<file path="src/rtl/dmem_pkg.sv">
// dmem_pkg: shared types and constants for the data-memory arbiter and
// the store unit.
//
// Contents:
//   DMEM_ADDR_W / DMEM_DATA_W : default widths of the data-memory port
//   dmem_state_t              : arbiter sequencing states
//   F3_*                      : RV32I load/store width codes
//   dmem_req_t                : one latched memory request
//   f3_is_illegal()           : width codes that have no memory meaning
package dmem_pkg;

  localparam int DMEM_ADDR_W = 9;
  localparam int DMEM_DATA_W = 32;

  typedef enum logic [1:0] {
    IDLE   = 2'b00,
    ACCESS = 2'b01,
    RESP   = 2'b10
  } dmem_state_t;

  localparam logic [2:0] F3_LB  = 3'b000;
  localparam logic [2:0] F3_LH  = 3'b001;
  localparam logic [2:0] F3_LW  = 3'b010;
  localparam logic [2:0] F3_LBU = 3'b100;
  localparam logic [2:0] F3_LHU = 3'b101;

  // The request register is sized by the package widths, so instances of
  // the arbiter keep their width parameters equal to these.
  typedef struct packed {
    logic                   we;
    logic [DMEM_ADDR_W-1:0] addr;
    logic [DMEM_DATA_W-1:0] wdata;
    logic [2:0]             funct3;
  } dmem_req_t;

  // 011, 110 and 111 are not load/store widths; they are answered with an
  // error response just like a misaligned access.
  function automatic logic f3_is_illegal(input logic [2:0] f3);
    return !((f3 == F3_LB) || (f3 == F3_LH) || (f3 == F3_LW) ||
             (f3 == F3_LBU) || (f3 == F3_LHU));
  endfunction

endpackage

</file>
<file path="src/rtl/dmem_align_chk.sv">
// dmem_align_chk: combinational alignment check for a data-memory access.
// Shared between the arbiter and the store unit.
//
// Ports:
//   funct3     in  3 : RV32I width code of the access
//   addr_lo    in  2 : two low bits of the byte address
//   misaligned out 1 : halfword on an odd address, or word not on a
//                      4-byte boundary
module dmem_align_chk
  import dmem_pkg::*;
(
  input  logic [2:0] funct3,
  input  logic [1:0] addr_lo,
  output logic       misaligned
);

  // Only the size bits matter: signed and unsigned loads of the same width
  // share the same alignment rule.
  always_comb begin
    misaligned = 1'b0;
    case (funct3[1:0])
      F3_LH[1:0]: misaligned = addr_lo[0];
      F3_LW[1:0]: misaligned = (addr_lo != 2'b00);
      default:    misaligned = 1'b0;
    endcase
  end

endmodule

</file>
<file path="src/rtl/dmem_arbiter.sv">
// dmem_arbiter: two-port arbiter and sequencer in front of datamemory.
// Port 0 is the core load/store path, port 1 the DMA/debug loader.
//
// Ports:
//   clk, reset_n                 : clock, synchronous active-low reset
//   reqN, weN, addrN, wdataN,
//   funct3_N                     : request of port N, held until readyN
//   readyN                       : request of port N accepted this cycle
//   rvalidN, rdataN, errN        : one-cycle registered completion of port N
//   mem_read, mem_write,
//   mem_addr, mem_wdata,
//   mem_funct3                   : registered controls to datamemory
//   mem_rdata                    : read data from datamemory
//
// Every accepted request spends one cycle in ACCESS and one in RESP. A new
// request may be accepted in RESP, so back-to-back traffic completes one
// transaction every two cycles.
module dmem_arbiter
  import dmem_pkg::*;
#(
  parameter int DM_ADDRESS = DMEM_ADDR_W,
  parameter int DATA_W     = DMEM_DATA_W
) (
  input  logic                  clk,
  input  logic                  reset_n,

  input  logic                  req0,
  input  logic                  we0,
  input  logic [DM_ADDRESS-1:0] addr0,
  input  logic [DATA_W-1:0]     wdata0,
  input  logic [2:0]            funct3_0,
  output logic                  ready0,
  output logic                  rvalid0,
  output logic [DATA_W-1:0]     rdata0,
  output logic                  err0,

  input  logic                  req1,
  input  logic                  we1,
  input  logic [DM_ADDRESS-1:0] addr1,
  input  logic [DATA_W-1:0]     wdata1,
  input  logic [2:0]            funct3_1,
  output logic                  ready1,
  output logic                  rvalid1,
  output logic [DATA_W-1:0]     rdata1,
  output logic                  err1,

  output logic                  mem_read,
  output logic                  mem_write,
  output logic [DM_ADDRESS-1:0] mem_addr,
  output logic [DATA_W-1:0]     mem_wdata,
  output logic [2:0]            mem_funct3,
  input  logic [DATA_W-1:0]     mem_rdata
);

  dmem_state_t state;
  dmem_state_t state_next;

  logic      can_accept;
  logic      accept;
  logic      grant;
  logic      owner;
  logic      last_owner;
  dmem_req_t sel_req;
  dmem_req_t req_q;
  logic      sel_misaligned;
  logic      sel_bad;
  logic      bad_q;

  // Round-robin: on a tie the port that did not win last time is served.
  always_comb begin
    grant = 1'b0;
    if (req0 && req1) begin
      grant = ~last_owner;
    end else begin
      grant = req1;
    end
  end

  always_comb begin
    sel_req = '0;
    if (grant) begin
      sel_req.we     = we1;
      sel_req.addr   = addr1;
      sel_req.wdata  = wdata1;
      sel_req.funct3 = funct3_1;
    end else begin
      sel_req.we     = we0;
      sel_req.addr   = addr0;
      sel_req.wdata  = wdata0;
      sel_req.funct3 = funct3_0;
    end
  end

  dmem_align_chk u_align_chk (
    .funct3     (sel_req.funct3),
    .addr_lo    (sel_req.addr[1:0]),
    .misaligned (sel_misaligned)
  );

  assign sel_bad    = sel_misaligned | f3_is_illegal(sel_req.funct3);
  assign can_accept = (state == IDLE) || (state == RESP);
  assign accept     = can_accept && (req0 || req1);

  always_ff @(posedge clk) begin
    if (!reset_n) begin
      state <= IDLE;
    end else begin
      state <= state_next;
    end
  end

  // ready is the only combinational output; it is the accept decision
  // steered to the granted port.
  always_comb begin
    state_next = state;
    ready0     = 1'b0;
    ready1     = 1'b0;
    case (state)
      IDLE: begin
        if (accept) begin
          state_next = ACCESS;
        end
      end
      ACCESS: begin
        state_next = RESP;
      end
      RESP: begin
        if (accept) begin
          state_next = ACCESS;
        end else begin
          state_next = IDLE;
        end
      end
      default: begin
        state_next = IDLE;
      end
    endcase
    if (accept) begin
      ready0 = ~grant;
      ready1 = grant;
    end
  end

  // The request is latched at acceptance, so the memory controls are
  // already registered when ACCESS starts. A bad access keeps both strobes
  // low and never reaches memory.
  always_ff @(posedge clk) begin
    if (!reset_n) begin
      req_q      <= '0;
      bad_q      <= 1'b0;
      owner      <= 1'b0;
      last_owner <= 1'b1;
      mem_read   <= 1'b0;
      mem_write  <= 1'b0;
    end else begin
      mem_read  <= 1'b0;
      mem_write <= 1'b0;
      if (accept) begin
        req_q      <= sel_req;
        bad_q      <= sel_bad;
        owner      <= grant;
        last_owner <= grant;
        mem_read   <= ~sel_req.we & ~sel_bad;
        mem_write  <= sel_req.we & ~sel_bad;
      end
    end
  end

  assign mem_addr   = req_q.addr;
  assign mem_wdata  = req_q.wdata;
  assign mem_funct3 = req_q.funct3;

  // datamemory settles rd on the falling edge inside ACCESS, so the
  // response is captured on the rising edge that ends ACCESS. Only the
  // owner's response registers load; the other port stays at zero.
  always_ff @(posedge clk) begin
    if (!reset_n) begin
      rvalid0 <= 1'b0;
      rdata0  <= '0;
      err0    <= 1'b0;
      rvalid1 <= 1'b0;
      rdata1  <= '0;
      err1    <= 1'b0;
    end else begin
      rvalid0 <= 1'b0;
      rdata0  <= '0;
      err0    <= 1'b0;
      rvalid1 <= 1'b0;
      rdata1  <= '0;
      err1    <= 1'b0;
      if (state == ACCESS) begin
        if (owner) begin
          rvalid1 <= 1'b1;
          err1    <= bad_q;
          rdata1  <= (bad_q || req_q.we) ? '0 : mem_rdata;
        end else begin
          rvalid0 <= 1'b1;
          err0    <= bad_q;
          rdata0  <= (bad_q || req_q.we) ? '0 : mem_rdata;
        end
      end
    end
  end

endmodule
</file>
<file path="config.mk">
export PLATFORM = sky130hd
export DESIGN_NAME = dmem_arbiter
export DESIGN_NICKNAME = d
export VERILOG_FILES = /design/src/rtl/dmem_pkg.sv /design/src/rtl/dmem_align_chk.sv /design/src/rtl/dmem_arbiter.sv
export SDC_FILE = /design/constraint.sdc
export NUM_CORES = 1
export LEC_CHECK = 0
export BUFFER_PORTS_ARGS = -buffer_cell sky130_fd_sc_hd__buf_2
export CAP_MARGIN = 0
export CORE_ASPECT_RATIO = 0.75
export CORE_MARGIN = 5
export CORE_UTILIZATION = 40
export DETAILED_ROUTE_END_ITERATION = 16
export HOLD_SLACK_MARGIN = 0.1
export PLACE_DENSITY = 0.76
export SETUP_SLACK_MARGIN = 0.02
export SYNTH_ARGS = -nofsm -noshare
export SYNTH_HDL_FRONTEND = slang
export SYNTH_HIERARCHICAL = 1
export SYNTH_SLANG_ARGS = --single-unit
</file>
<file path="constraint.sdc">
create_clock -name clk -period 2.2 [get_ports clk]
set_input_delay 0.22 -clock clk [delete_from_list [all_inputs] [get_ports clk]]
set_output_delay 0.22 -clock clk [all_outputs]
set_load 0.01 [all_outputs]
</file>
==> results of run 1 <==
-- worst reg2reg max path, cell delays in order (launching register included) --
cell and delay (ps):
dfxtp_1 330, a21boi_4 340, mux2_2 420, ha_1 190, o21ai_1 80, a21oi_1 120
o31a_1 310
-- sequential cells by signal, summed over array words and instances, names as in the netlist, 2 cells and up --
register / cells
rdata0: 32
mem_addr: 9
state: 2
rdata1: 32
mem_wdata: 32
mem_funct3: 3
-- layer usage --
| metal | track usage [%] | vias to the layer above | wire length (um) |
|---|---|---|---|
| li1 | - | 2081 | - |
| met1 | 22.9 | 2095 | 5790 |
| met2 | 34.9 | 226 | 7200 |
| met3 | 8.03 | 28 | 1560 |
| met4 | 7.05 | 0 | 311 |
| met5 | 0 | - | 0 |
-- report_power, final --
group / total (mW) / internal [mW] / switching [mW]
sequential: 2.33 / 2.28 / 0.0496
combinational: 0.750 / 0.342 / 0.408
clock: 2.76 / 1.62 / 1.13
total: 5.83 / 4.24 / 1.59
-- cell usage after synthesis, types with 5 or more instances --
| master | n | share of area (%) |
|---|---|---|
| mux2_2 | 5 | 1.2 |
| buf_4 | 48 | 7.6 |
| clkbuf_1 | 30 | 2.4 |
| a32oi_1 | 39 | 7.2 |
| o2111ai_1 | 39 | 7.2 |
| a21boi_1 | 8 | 1.3 |
| and3_1 | 64 | 8.4 |
| o21ba_2 | 5 | 1.1 |
| nand2_1 | 6 | 0.47 |
| a21boi_0 | 32 | 5.0 |
| dfxtp_1 | 120 | 50 |
| buf_2 | 8 | 0.84 |
| o21ai_0 | 8 | 0.84 |
| inv_1 | 5 | 0.39 |
| buf_6 | 5 | 1.2 |
-- through the flow --
stage          power [mW]  hold WS, ps  cell area (um2)  cells
6_report             5.83          118             6720    841
3_5_place_dp         3.06          457             5710    768
2_1_floorplan        2.85          366             4760    449
4_1_cts              5.89          100             6710    840
5_1_grt              6.06          114             6720    841
3_3_place_gp         3.04          446             5710    768
-- logic make-up (layout without fill, tap and decap cells) --
| kind of cell | after synthesis | after routing |
|---|---|---|
| compound gates | 140 | 140 |
| flops | 120 | 120 |
| buf+inv | 100 | 329 |
| simple gates | 79 | 79 |
| mux | 8 | 8 |
| fa+ha+maj | 2 | 2 |
| other cells | 0 | 1 |
-- repair_timing --
item,CTS,global route
endpoints found under the setup margin,0,1
hold endpoints to repair,72,0
hold buffers,40,0
gates resized for setup,0,1
-- area by class of cell --
type	count	area, um2	area share [%]
diodes	1	2.50	0.0373
clock buffers	17	425	6.33
clock inverters	15	171	2.55
inverters	6	22.5	0.335
multi-input cells	229	1770	26.3
flip-flops and latches	120	2400	35.8
well taps	162	203	3.02
repair buffers	291	1720	25.7
-- final timing paths --
path                                              endpoint  slack (ps)                    start  depth (start not counted)
worst min register to register       state[1]$_SDFFE_PN0P_         470    state[1]$_SDFFE_PN0P_                          1
worst max-delay path                                ready1         180  last_owner$_SDFFE_PN1N_                          5
worst max register to register          bad_q$_SDFFE_PN0N_         290  last_owner$_SDFFE_PN1N_                          6
worst min-delay path            mem_wdata[13]$_SDFFE_PN0N_         120               wdata0[13]                          3
==> PnR_summary.wiki, run 1 <==
{| class="wikitable"
! Metric !! Value
|-
| Outcome || finished clean
|-
| CTS sink count || 120
|-
| Synthesized-area fraction occupied by and/or/nand/nor cells || 10.3%
|-
| Multiplexer fraction of the synthesized cell area || 1.84%
|-
| Avg Vias per Cell || 5.27
|-
| Iteration-0 DRC Markers || 151
|-
| Core Region || 11600 um2
|-
| Critical path class || reg -> out
|-
| Post-synthesis share of cell area spent on xor and xnor gates || 0%
|-
| Post-Synthesis Cell Area || 4760 um2
|-
| Leakage power || 3.34 nW
|-
| CP Max Fanout || 40
|-
| Dominant combinational cell family by area after synthesis || compound AO/OA/AOI/OAI gates
|-
| Final max-slew violation count || 0
|-
| Total CTS buffers || 17
|-
| Setup skew after layout || 7.18 ps
|-
| Synthesized Nets || 577
|-
| Number of antenna violations at the first check in global routing || 1
|-
| Cells traversed along the worst timing path || a21boi_4, buf_6, nand2_1, inv_1, buf_2
|-
| CP arrival || 1800 ps
|-
| Maximum ir drop on the vdd rail || 0.705 mV
|-
| Post-Route Setup TNS || 0 ps
|-
| Slowest Stage Delay on Critical Path || 350 ps
|-
| Overall die width || 136 um
|-
| Cell count after synthesis || 449
|-
| Number of rows created at floorplan || 34
|-
| Number of setup buffers added after CTS || 0
|-
| Detailed-route wire length || 14900 um
|-
| Antenna Nets Post-Route || 0
|-
| Cell type of the slowest stage on the worst timing path || buf_6
|-
| Max-cap violation count || 0
|-
| # port buffers || 241
|-
| Post-DR wirelength/cell || 17.7 um
|-
| Kind of end point of the critical path || primary output
|-
| Average instance area after synthesis || 10.6 um2
|-
| Kind of launch point of the worst setup path || flop
|-
| Buffer cell driving the clock tree root || clkbuf_16
|-
| Count of yosys warnings during synthesis || 6
|-
| Initial standard-cell utilization of the core || 41.0%
|-
| TritonCTS clock tree || built
|-
| First-pass iteration count of the detailed router || 4
|-
| Most frequent cells in the layout || buf_2, dfxtp_1, and3_1
|-
| Post-detailed-placement half-perimeter wirelength || 9740 um
|-
| Worst-case setup margin in the final layout || 181 ps
|-
| Height of the die || 104 um
|-
| RSZ-0062 raised after global routing || false
|-
| Clock period minus worst slack || 2020 ps
|-
| Most common library cell in the layout ignoring fill and taps || buf_2
|-
| Number of global-route vias before repair || 4501
|-
| Class of the tightest hold or removal check || in -> reg
|-
| Maximum clock frequency || 0.495 GHz
|-
| Max-Slew Margin vs Limit || 65.5%
|-
| Post-synthesis compound-gate area fraction || 24.2%
|-
| Net count of the finished layout || 793
|-
| Number of failing hold endpoints at the final stage || 0
|-
| Share of the clock period used by the worst path after layout || 91.8%
|-
| Maximum buffer depth of the clock tree || 2
|-
| Slew of the pin with the lowest slew margin || 516 ps
|-
| Count of flip-flops with a built-in enable after synthesis || 0
|-
| Total die area || 14200 um2
|-
| Overflow left after global routing || 0
|-
| Crit path buf inv count || 3
|-
| Setup Viol. Count Final || 0
|-
| Maximum number of pins on one net before global-route repair || 65
|-
| IO Pins || 242
|-
| First-pass GRT wire length || 23100 um
|-
| Proportion of synthesized chip area in sequential cells || 50.5%
|-
| Detailed-route via count || 4430
|-
| Data required time of the critical path || 1980 ps
|-
| Category of cells accounting for the largest share of critical-path delay || buffers and inverters
|-
| Post-synth ARST share || 0%
|-
| All-Layer GR Usage || 20.4%
|-
| Total power per unit cell area || 869 nW/um2
|-
| Predominant post-synthesis flop cell || dfxtp_1
|-
| Detailed-route DRC error count || 0
|-
| Worst Setup Slack post-DPL || 217 ps
|-
| Worst-skew pair later-pin latency || 400 ps
|-
| Final Util || 57.8%
|-
| Ratio of cells with drive above 1 in the final layout || 44.2%
|-
| Flip-flop and latch count after synthesis || 120
|-
| Level count of the clock H-tree || 4
|-
| Synthesis-to-layout area growth || 41.1%
|-
| Post-Synth Adder-Cell Area || 0.526%
|-
| RePlAce Congestion || 0.806
|-
| Fillers || 981
|-
| Post-CTS clock slew at the launch and capture registers of the worst setup and hold paths || 60 ps
|-
| Cell variety after synth || 36
|}
Power figures use the tool's default switching activity.
==> run 2, diff against run 1 <==
--- a/config.mk
+++ b/config.mk
@@ -5,14 +5,14 @@
 export SDC_FILE = /design/constraint.sdc
 export NUM_CORES = 1
 export LEC_CHECK = 0
-export BUFFER_PORTS_ARGS = -buffer_cell sky130_fd_sc_hd__buf_2
 export CAP_MARGIN = 0
 export CORE_ASPECT_RATIO = 0.75
 export CORE_MARGIN = 5
 export CORE_UTILIZATION = 40
 export DETAILED_ROUTE_END_ITERATION = 16
+export DONT_BUFFER_PORTS = 1
 export HOLD_SLACK_MARGIN = 0.1
-export PLACE_DENSITY = 0.76
+export PLACE_DENSITY = 0.58
 export SETUP_SLACK_MARGIN = 0.02
 export SYNTH_ARGS = -nofsm -noshare
 export SYNTH_HDL_FRONTEND = slang
==> run 2 against run 1 <==
Compared with the run above: the run now fails in clock tree synthesis (4_1_cts); synthesized cell count is the same; area after synthesis is the same.
==> PnR_summary.wiki, run 2 <==
{| class="wikitable"
! Metric !! Value
|-
| Number of setup buffers added after CTS || 0
|-
| Initial standard-cell utilization of the core || 41.0%
|-
| Overall die width || 136 um
|-
| RePlAce Congestion || 0.780
|-
| Ranking of synthesized cells by area || dfxtp_1, and3_1, buf_4
|-
| Post-cts hold buffer count || 112
|-
| Count of yosys warnings during synthesis || 6
|-
| Level count of the clock H-tree || 4
|-
| Cell with the most instances after synthesis || dfxtp_1
|-
| Proportion of synthesized chip area in sequential cells || 50.5%
|-
| Commonest cells post-synth || dfxtp_1, and3_1, buf_4, a32oi_1, o2111ai_1
|-
| Average instance area after synthesis || 10.6 um2
|-
| Synthesized Nets || 577
|-
| Post-cts resize count || 0
|-
| Buffer cell driving the clock tree root || clkbuf_16
|-
| Flip-flop and latch count after synthesis || 120
|-
| Post-synth ARST share || 0%
|-
| IO Pins || 242
|-
| Outcome || did not finish
|-
| Height of the die || 104 um
|-
| Stage where the run ended || clock tree synthesis (4_1_cts)
|-
| Number of rows created at floorplan || 34
|-
| Post-Synthesis Cell Area || 4760 um2
|-
| # port buffers || 0
|-
| Count of flip-flops with a built-in enable after synthesis || 0
|-
| Leading area contributor after synthesis || dfxtp_1
|-
| Fraction of post-synthesis cell area in the top cell type by area || 50.5%
|-
| Predominant post-synthesis flop cell || dfxtp_1
|-
| Cell count after synthesis || 449
|-
| CTS sink count || 120
|-
| Post-detailed-placement half-perimeter wirelength || 8600 um
|-
| Cell variety after synth || 36
|-
| Total CTS buffers || 17
|-
| Maximum buffer depth of the clock tree || 2
|-
| Log Error || [ERROR RSZ-0060] Max buffer count reached.
|}
## run 2: cell counts after synthesis
Identical to the previous run, type by type.
## run 2: stage by stage
step | cell area, um2 | util [%] | hold WS (ps) | instances | setup WS, ps
floorplan | 4760 | - | 366 | 449 | 363
global placement | 4470 | 38.5 | 326 | 526 | 471
detailed placement | 4470 | 38.5 | 322 | 526 | 453
## run 2: cell families after synthesis
family | share of synthesized area (%)
DFF | 50.5
adders and majority gates | 0.526
buffers and inverters | 12.7
and+or+nand+nor | 10.3
muxes | 1.84
AOI/OAI and AO/OA | 24.2
==> run 3, diff against run 2 <==
--- a/config.mk
+++ b/config.mk
@@ -6,14 +6,11 @@
 export NUM_CORES = 1
 export LEC_CHECK = 0
 export CAP_MARGIN = 0
-export CORE_ASPECT_RATIO = 0.75
 export CORE_MARGIN = 5
-export CORE_UTILIZATION = 40
+export CORE_UTILIZATION = 25
 export DETAILED_ROUTE_END_ITERATION = 16
 export DONT_BUFFER_PORTS = 1
-export HOLD_SLACK_MARGIN = 0.1
-export PLACE_DENSITY = 0.58
-export SETUP_SLACK_MARGIN = 0.02
+export PLACE_DENSITY_LB_ADDON = 0.15
 export SYNTH_ARGS = -nofsm -noshare
 export SYNTH_HDL_FRONTEND = slang
 export SYNTH_HIERARCHICAL = 1
==> run 3 against run 2 <==
Compared with the run above: the flow now finishes without violations.
==> PnR_summary.wiki, run 3 (synthesized netlist as in run 1, its figures left out) <==
{| class="wikitable"
! Metric !! Value
|-
| TritonCTS clock tree || built
|-
| Maximum clock frequency || 0.541 GHz
|-
| Initial standard-cell utilization of the core || 25.5%
|-
| Total net switching power || 1.59 mW
|-
| Iteration-0 DRC Markers || 149
|-
| Setup Viol. Count Final || 0
|-
| Class of the tightest hold or removal check || in -> reg
|-
| Slew of the pin with the lowest slew margin || 1220 ps
|-
| Switching portion of total power || 28.1%
|-
| Core Region || 18700 um2
|-
| Data required time of the critical path || 2520 ps
|-
| Critical path class || reg -> reg
|-
| Clock period minus worst slack || 1850 ps
|-
| First-pass GRT wire length || 22300 um
|-
| CP arrival || 2170 ps
|-
| # port buffers || 0
|-
| Avg Vias per Cell || 5.08
|-
| Buffer cell driving the clock tree root || clkbuf_16
|-
| Cell Count, Final, Fillers Out || 733
|-
| RSZ-0062 raised after global routing || false
|-
| Antenna Nets Post-Route || 0
|-
| Share of the clock period used by the worst path after layout || 84.0%
|-
| IO Pins || 242
|-
| Height of the die || 148 um
|-
| Leakage power || 2.42 nW
|-
| RePlAce Congestion || 0.705
|-
| Worst-skew pair later-pin latency || 410 ps
|-
| Ratio of cells with drive above 1 in the final layout || 12.8%
|-
| Fraction of power consumed by the clock network || 47.6%
|-
| Post-Place Cells || 603
|-
| Post-DR wirelength/cell || 20.1 um
|-
| Cell type of the slowest stage on the worst timing path || dlygate4sd3_1
|-
| Number of antenna violations at the first check in global routing || 0
|-
| Detailed-route DRC error count || 0
|-
| Detailed-route wire length || 14700 um
|-
| Kind of launch point of the worst setup path || flop
|-
| All-Layer GR Usage || 13.0%
|-
| Slowest Stage Delay on Critical Path || 570 ps
|-
| Setup skew after layout || 7.05 ps
|-
| Internal Power || 4.07 mW
|-
| Number of global-route vias before repair || 3908
|-
| Overflow left after global routing || 0
|-
| Total die area || 21900 um2
|-
| Post-detailed-placement half-perimeter wirelength || 9290 um
|-
| Worst Setup Slack post-DPL || 412 ps
|-
| Number of rows created at floorplan || 50
|-
| Maximum number of pins on one net before global-route repair || 65
|-
| Maximum buffer depth of the clock tree || 2
|-
| Most common library cell in the layout ignoring fill and taps || dfxtp_1
|-
| Level count of the clock H-tree || 4
|-
| Maximum ir drop on the vdd rail || 0.429 mV
|-
| Post-Route Setup TNS || 0 ps
|-
| Outcome || finished clean
|-
| Synthesis-to-layout area growth || 29.9%
|-
| Net count of the finished layout || 614
|-
| Cells traversed along the worst timing path || buf_4, o2111ai_1, dlygate4sd3_1, a21boi_0
|-
| Most frequent cells in the layout || dfxtp_1, dlygate4sd3_1, and3_1
|-
| Overall power consumption || 5.66 mW
|-
| Total power per unit cell area || 915 nW/um2
|-
| CTS sink count || 120
|-
| Worst-case setup margin in the final layout || 351 ps
|-
| Detailed-route via count || 3721
|-
| Logic pwr share || 10.1%
|-
| Max-cap violation count || 0
|-
| Overall die width || 148 um
|-
| Antenna cells || 0
|-
| Post-CTS clock slew at the launch and capture registers of the worst setup and hold paths || 60 ps
|-
| Total CTS buffers || 17
|-
| Final max-slew violation count || 0
|-
| Sequential share of power || 42.3%
|-
| CP Max Fanout || 41
|-
| Number of failing hold endpoints at the final stage || 0
|-
| Max-Slew Margin vs Limit || 18.8%
|-
| Kind of end point of the critical path || flop
|-
| First-pass iteration count of the detailed router || 4
|}
-- run 3: critical path: cells and delay by family, from the launching register on --
family,cells,cell delay (ps)
buffers and inverters,2,980
AO/OA/AOI/OAI,2,380
flip-flops,1,370
-- run 3: cell type report --
| type | instances | area [um2] |
|---|---|---|
| Fill cell | 1892 | 12500 |
| Multi-Input combinational cell | 229 | 1780 |
| Clock inverter | 15 | 153 |
| Inverter | 6 | 25.0 |
| Tap cell | 234 | 293 |
| Timing Repair Buffer | 112 | 1110 |
| Sequential cell | 120 | 2400 |
| Clock buffer | 17 | 425 |
-- run 3: routing by layer --
metal / global-route usage (%) / part of all wire [%] / wire length, um
met5: 0 / 0 / 0
met4: 4.99 / 1.7 / 249
met3: 7.60 / 12 / 1810
met2: 20.8 / 47 / 6940
met1: 14.3 / 39 / 5700
-- run 3: per-stage QoR --
step	util, %	hold WS (ps)	cell area, um2
2_1_floorplan	-	366	4760
3_3_place_gp	24.7	302	4610
3_5_place_dp	24.7	306	4610
4_1_cts	33.0	0.180	6170
5_1_grt	33.1	1.79	6190
6_report	33.1	19.6	6190
-- run 3: power by group through the flow --
stage,clock network [mW],registers (mW),logic (mW)
6_report,2.70,2.39,0.570
3_3_place_gp,0,2.45,0.402
5_1_grt,2.90,2.41,0.633
4_1_cts,2.79,2.40,0.571
3_5_place_dp,0,2.44,0.409
2_1_floorplan,0,2.37,0.476
-- run 3: final timing paths --
| path | startpoint | end | slack [ps] | depth (start not counted) |
|---|---|---|---|---|
| setup / recovery | last_owner$_SDFFE_PN1N_ | mem_wdata[17]$_SDFFE_PN0N_ | 350 | 4 |
| hold / removal | req0 | mem_wdata[2]$_SDFFE_PN0N_ | 20 | 2 |
| setup reg to reg | last_owner$_SDFFE_PN1N_ | mem_wdata[17]$_SDFFE_PN0N_ | 350 | 4 |
| hold reg to reg | state[1]$_SDFFE_PN0P_ | state[1]$_SDFFE_PN0P_ | 510 | 1 |
-- run 3: timing repair --
| action | in CTS | in global routing |
|---|---|---|
| setup endpoints to repair | 0 | 5 |
| resized for setup | 0 | 2 |
| endpoints found under the hold margin | 108 | 1 |
| buffers inserted | 0 | 0 |
| hold buffers | 97 | 1 |
==> run 4, diff against run 3 <==
==> constraint.sdc (replaced) <==
create_clock -name clk -period 1.9 [get_ports clk]
set_input_delay 0.19 -clock clk [delete_from_list [all_inputs] [get_ports clk]]
set_output_delay 0.19 -clock clk [all_outputs]
set_load 0.01 [all_outputs]
==> run 4 against run 3 <==
Compared with the run above: combinational power is 20% higher; die area stayed put; non-clock buffer count rose by 9; highest routed layer unchanged; global-route usage hardly changed; clock-buffer cell count up 1; sequential share of layout area is 0.62 points lower; utilization rose by 0.54 points; register-to-register slack got worse by 210 ps; clock power is 17% higher.
==> PnR_summary.wiki, run 4 (synthesized netlist as in run 1, its figures left out) <==
{| class="wikitable"
! Metric !! Value
|-
| Leakage power || 2.45 nW
|-
| Detailed-route wire length || 14800 um
|-
| Slew of the pin with the lowest slew margin || 497 ps
|-
| Data required time of the critical path || 1710 ps
|-
| Synthesis-to-layout area growth || 32.0%
|-
| Ratio of cells with drive above 1 in the final layout || 12.2%
|-
| Outcome || finished clean
|-
| Number of global-route vias before repair || 3951
|-
| Share of the clock period used by the worst path after layout || 93.0%
|-
| Detailed-route via count || 3788
|-
| Max-cap violation count || 0
|-
| Post-detailed-placement half-perimeter wirelength || 9260 um
|-
| Antenna Nets Post-Route || 0
|-
| All-Layer GR Usage || 13.0%
|-
| IO Pins || 242
|-
| Overall die width || 148 um
|-
| Overflow left after global routing || 0
|-
| Final max-slew violation count || 0
|-
| CP Max Fanout || 41
|-
| Maximum ir drop on the vdd rail || 0.508 mV
|-
| Fillers || 1836
|-
| Critical path class || reg -> out
|-
| Post-CTS clock slew at the launch and capture registers of the worst setup and hold paths || 60 ps
|-
| # port buffers || 0
|-
| First-pass GRT wire length || 22400 um
|-
| Post-Route Setup TNS || 0 ps
|-
| Most common library cell in the layout ignoring fill and taps || dfxtp_1
|-
| Post-DR wirelength/cell || 19.9 um
|-
| RSZ-0062 raised after global routing || false
|-
| Number of antenna violations at the first check in global routing || 0
|-
| Max-Slew Margin vs Limit || 66.9%
|-
| Setup Viol. Count Final || 0
|-
| Post-placement cell area || 4600 um2
|-
| Maximum number of pins on one net before global-route repair || 65
|-
| CP arrival || 1580 ps
|-
| Design area || 6290 um2
|-
| Kind of launch point of the worst setup path || flop
|-
| Maximum clock frequency || 0.566 GHz
|-
| Initial standard-cell utilization of the core || 25.5%
|-
| Level count of the clock H-tree || 4
|-
| Number of setup buffers added after CTS || 0
|-
| Iteration-0 DRC Markers || 240
|-
| Number of failing hold endpoints at the final stage || 0
|-
| Clock period minus worst slack || 1770 ps
|-
| Buffer cell driving the clock tree root || clkbuf_16
|-
| Detailed-route DRC error count || 0
|-
| RePlAce Congestion || 0.720
|-
| First-pass iteration count of the detailed router || 4
|-
| Total die area || 21900 um2
|-
| Number of rows created at floorplan || 50
|-
| Class of the tightest hold or removal check || in -> reg
|-
| Net count of the finished layout || 623
|-
| Setup slack of the worst register-to-register path || 140 ps
|-
| Worst-skew pair later-pin latency || 400 ps
|-
| TritonCTS clock tree || built
|-
| Total CTS buffers || 17
|-
| Maximum buffer depth of the clock tree || 2
|-
| CTS sink count || 120
|-
| Kind of end point of the critical path || primary output
|-
| Core Region || 18700 um2
|-
| Most frequent cells in the layout || dfxtp_1, dlygate4sd3_1, and3_1
|-
| Height of the die || 148 um
|-
| Avg Vias per Cell || 5.11
|-
| Final Util || 33.6%
|-
| Total power per unit cell area || 1050 nW/um2
|-
| Antenna cells || 0
|-
| Setup skew after layout || 4.82 ps
|}
run 4: cell count changes in the layout (fill, tap and decap cells not counted), moves of 2 or more:
cell	before	now
inv_8	6	1
dlygate4sd3_1	97	108
clkinv_2	0	3
inv_6	4	6
buf_4	13	9
run 4: worst paths after layout:
path / startpoint / endpoint / cells past startpoint
max reg2reg: last_owner$_SDFFE_PN1N_ / bad_q$_SDFFE_PN0N_ / 6
min reg2reg: state[1]$_SDFFE_PN0P_ / state[1]$_SDFFE_PN0P_ / 1
max: last_owner$_SDFFE_PN1N_ / ready1 / 4
min: addr0[8] / mem_addr[8]$_SDFFE_PN0N_ / 2
run 4: per-layer routing:
metal,global-route usage (%),wire length [um]
met1,13.5,5480
met2,22.1,7300
met3,7.48,1840
met4,4.34,177
met5,0,0
run 4: final cells by class:
| class | count | area, um2 | area share (%) |
|---|---|---|---|
| inverter | 6 | 22.5 | 0.358 |
| sequential | 120 | 2400 | 38.2 |
| clock inverter | 14 | 135 | 2.15 |
| multi-input combinational | 229 | 1780 | 28.3 |
| tap | 234 | 293 | 4.66 |
| timing repair buffer | 121 | 1210 | 19.3 |
| clock buffer | 18 | 439 | 6.99 |
run 4: what timing repair did:
action,4_1_cts,5_1_grt
resized for setup,1,3
hold endpoints to repair,109,0
hold buffers,109,0
endpoints found under the setup margin,1,10
gates cloned,0,0
run 4: worst max-delay path, stage by stage, from the launching register on:
cell      delay [ps]
dfxtp_1          340
a21boi_4         240
buf_8            310
nand2_1          140
inv_1            140
run 4: metrics by stage:
step / hold WS [ps] / worst slack, ps / std cells / power (mW)
2_1_floorplan: 336 / 62.8 / 449 / 3.30
3_3_place_gp: 290 / 176 / 601 / 3.29
3_5_place_dp: 284 / 164 / 601 / 3.30
4_1_cts: 3.05 / 49.0 / 742 / 6.71
5_1_grt: 9.24 / 16.6 / 742 / 6.92
6_report: 21.5 / 133 / 742 / 6.61
run 4: power breakdown:
part | leakage [nW] | internal, mW | total, mW | switching [mW]
sequential | 0.979 | 2.64 | 2.77 | 0.137
clock | 0.288 | 1.87 | 3.15 | 1.28
combinational | 1.18 | 0.342 | 0.685 | 0.342
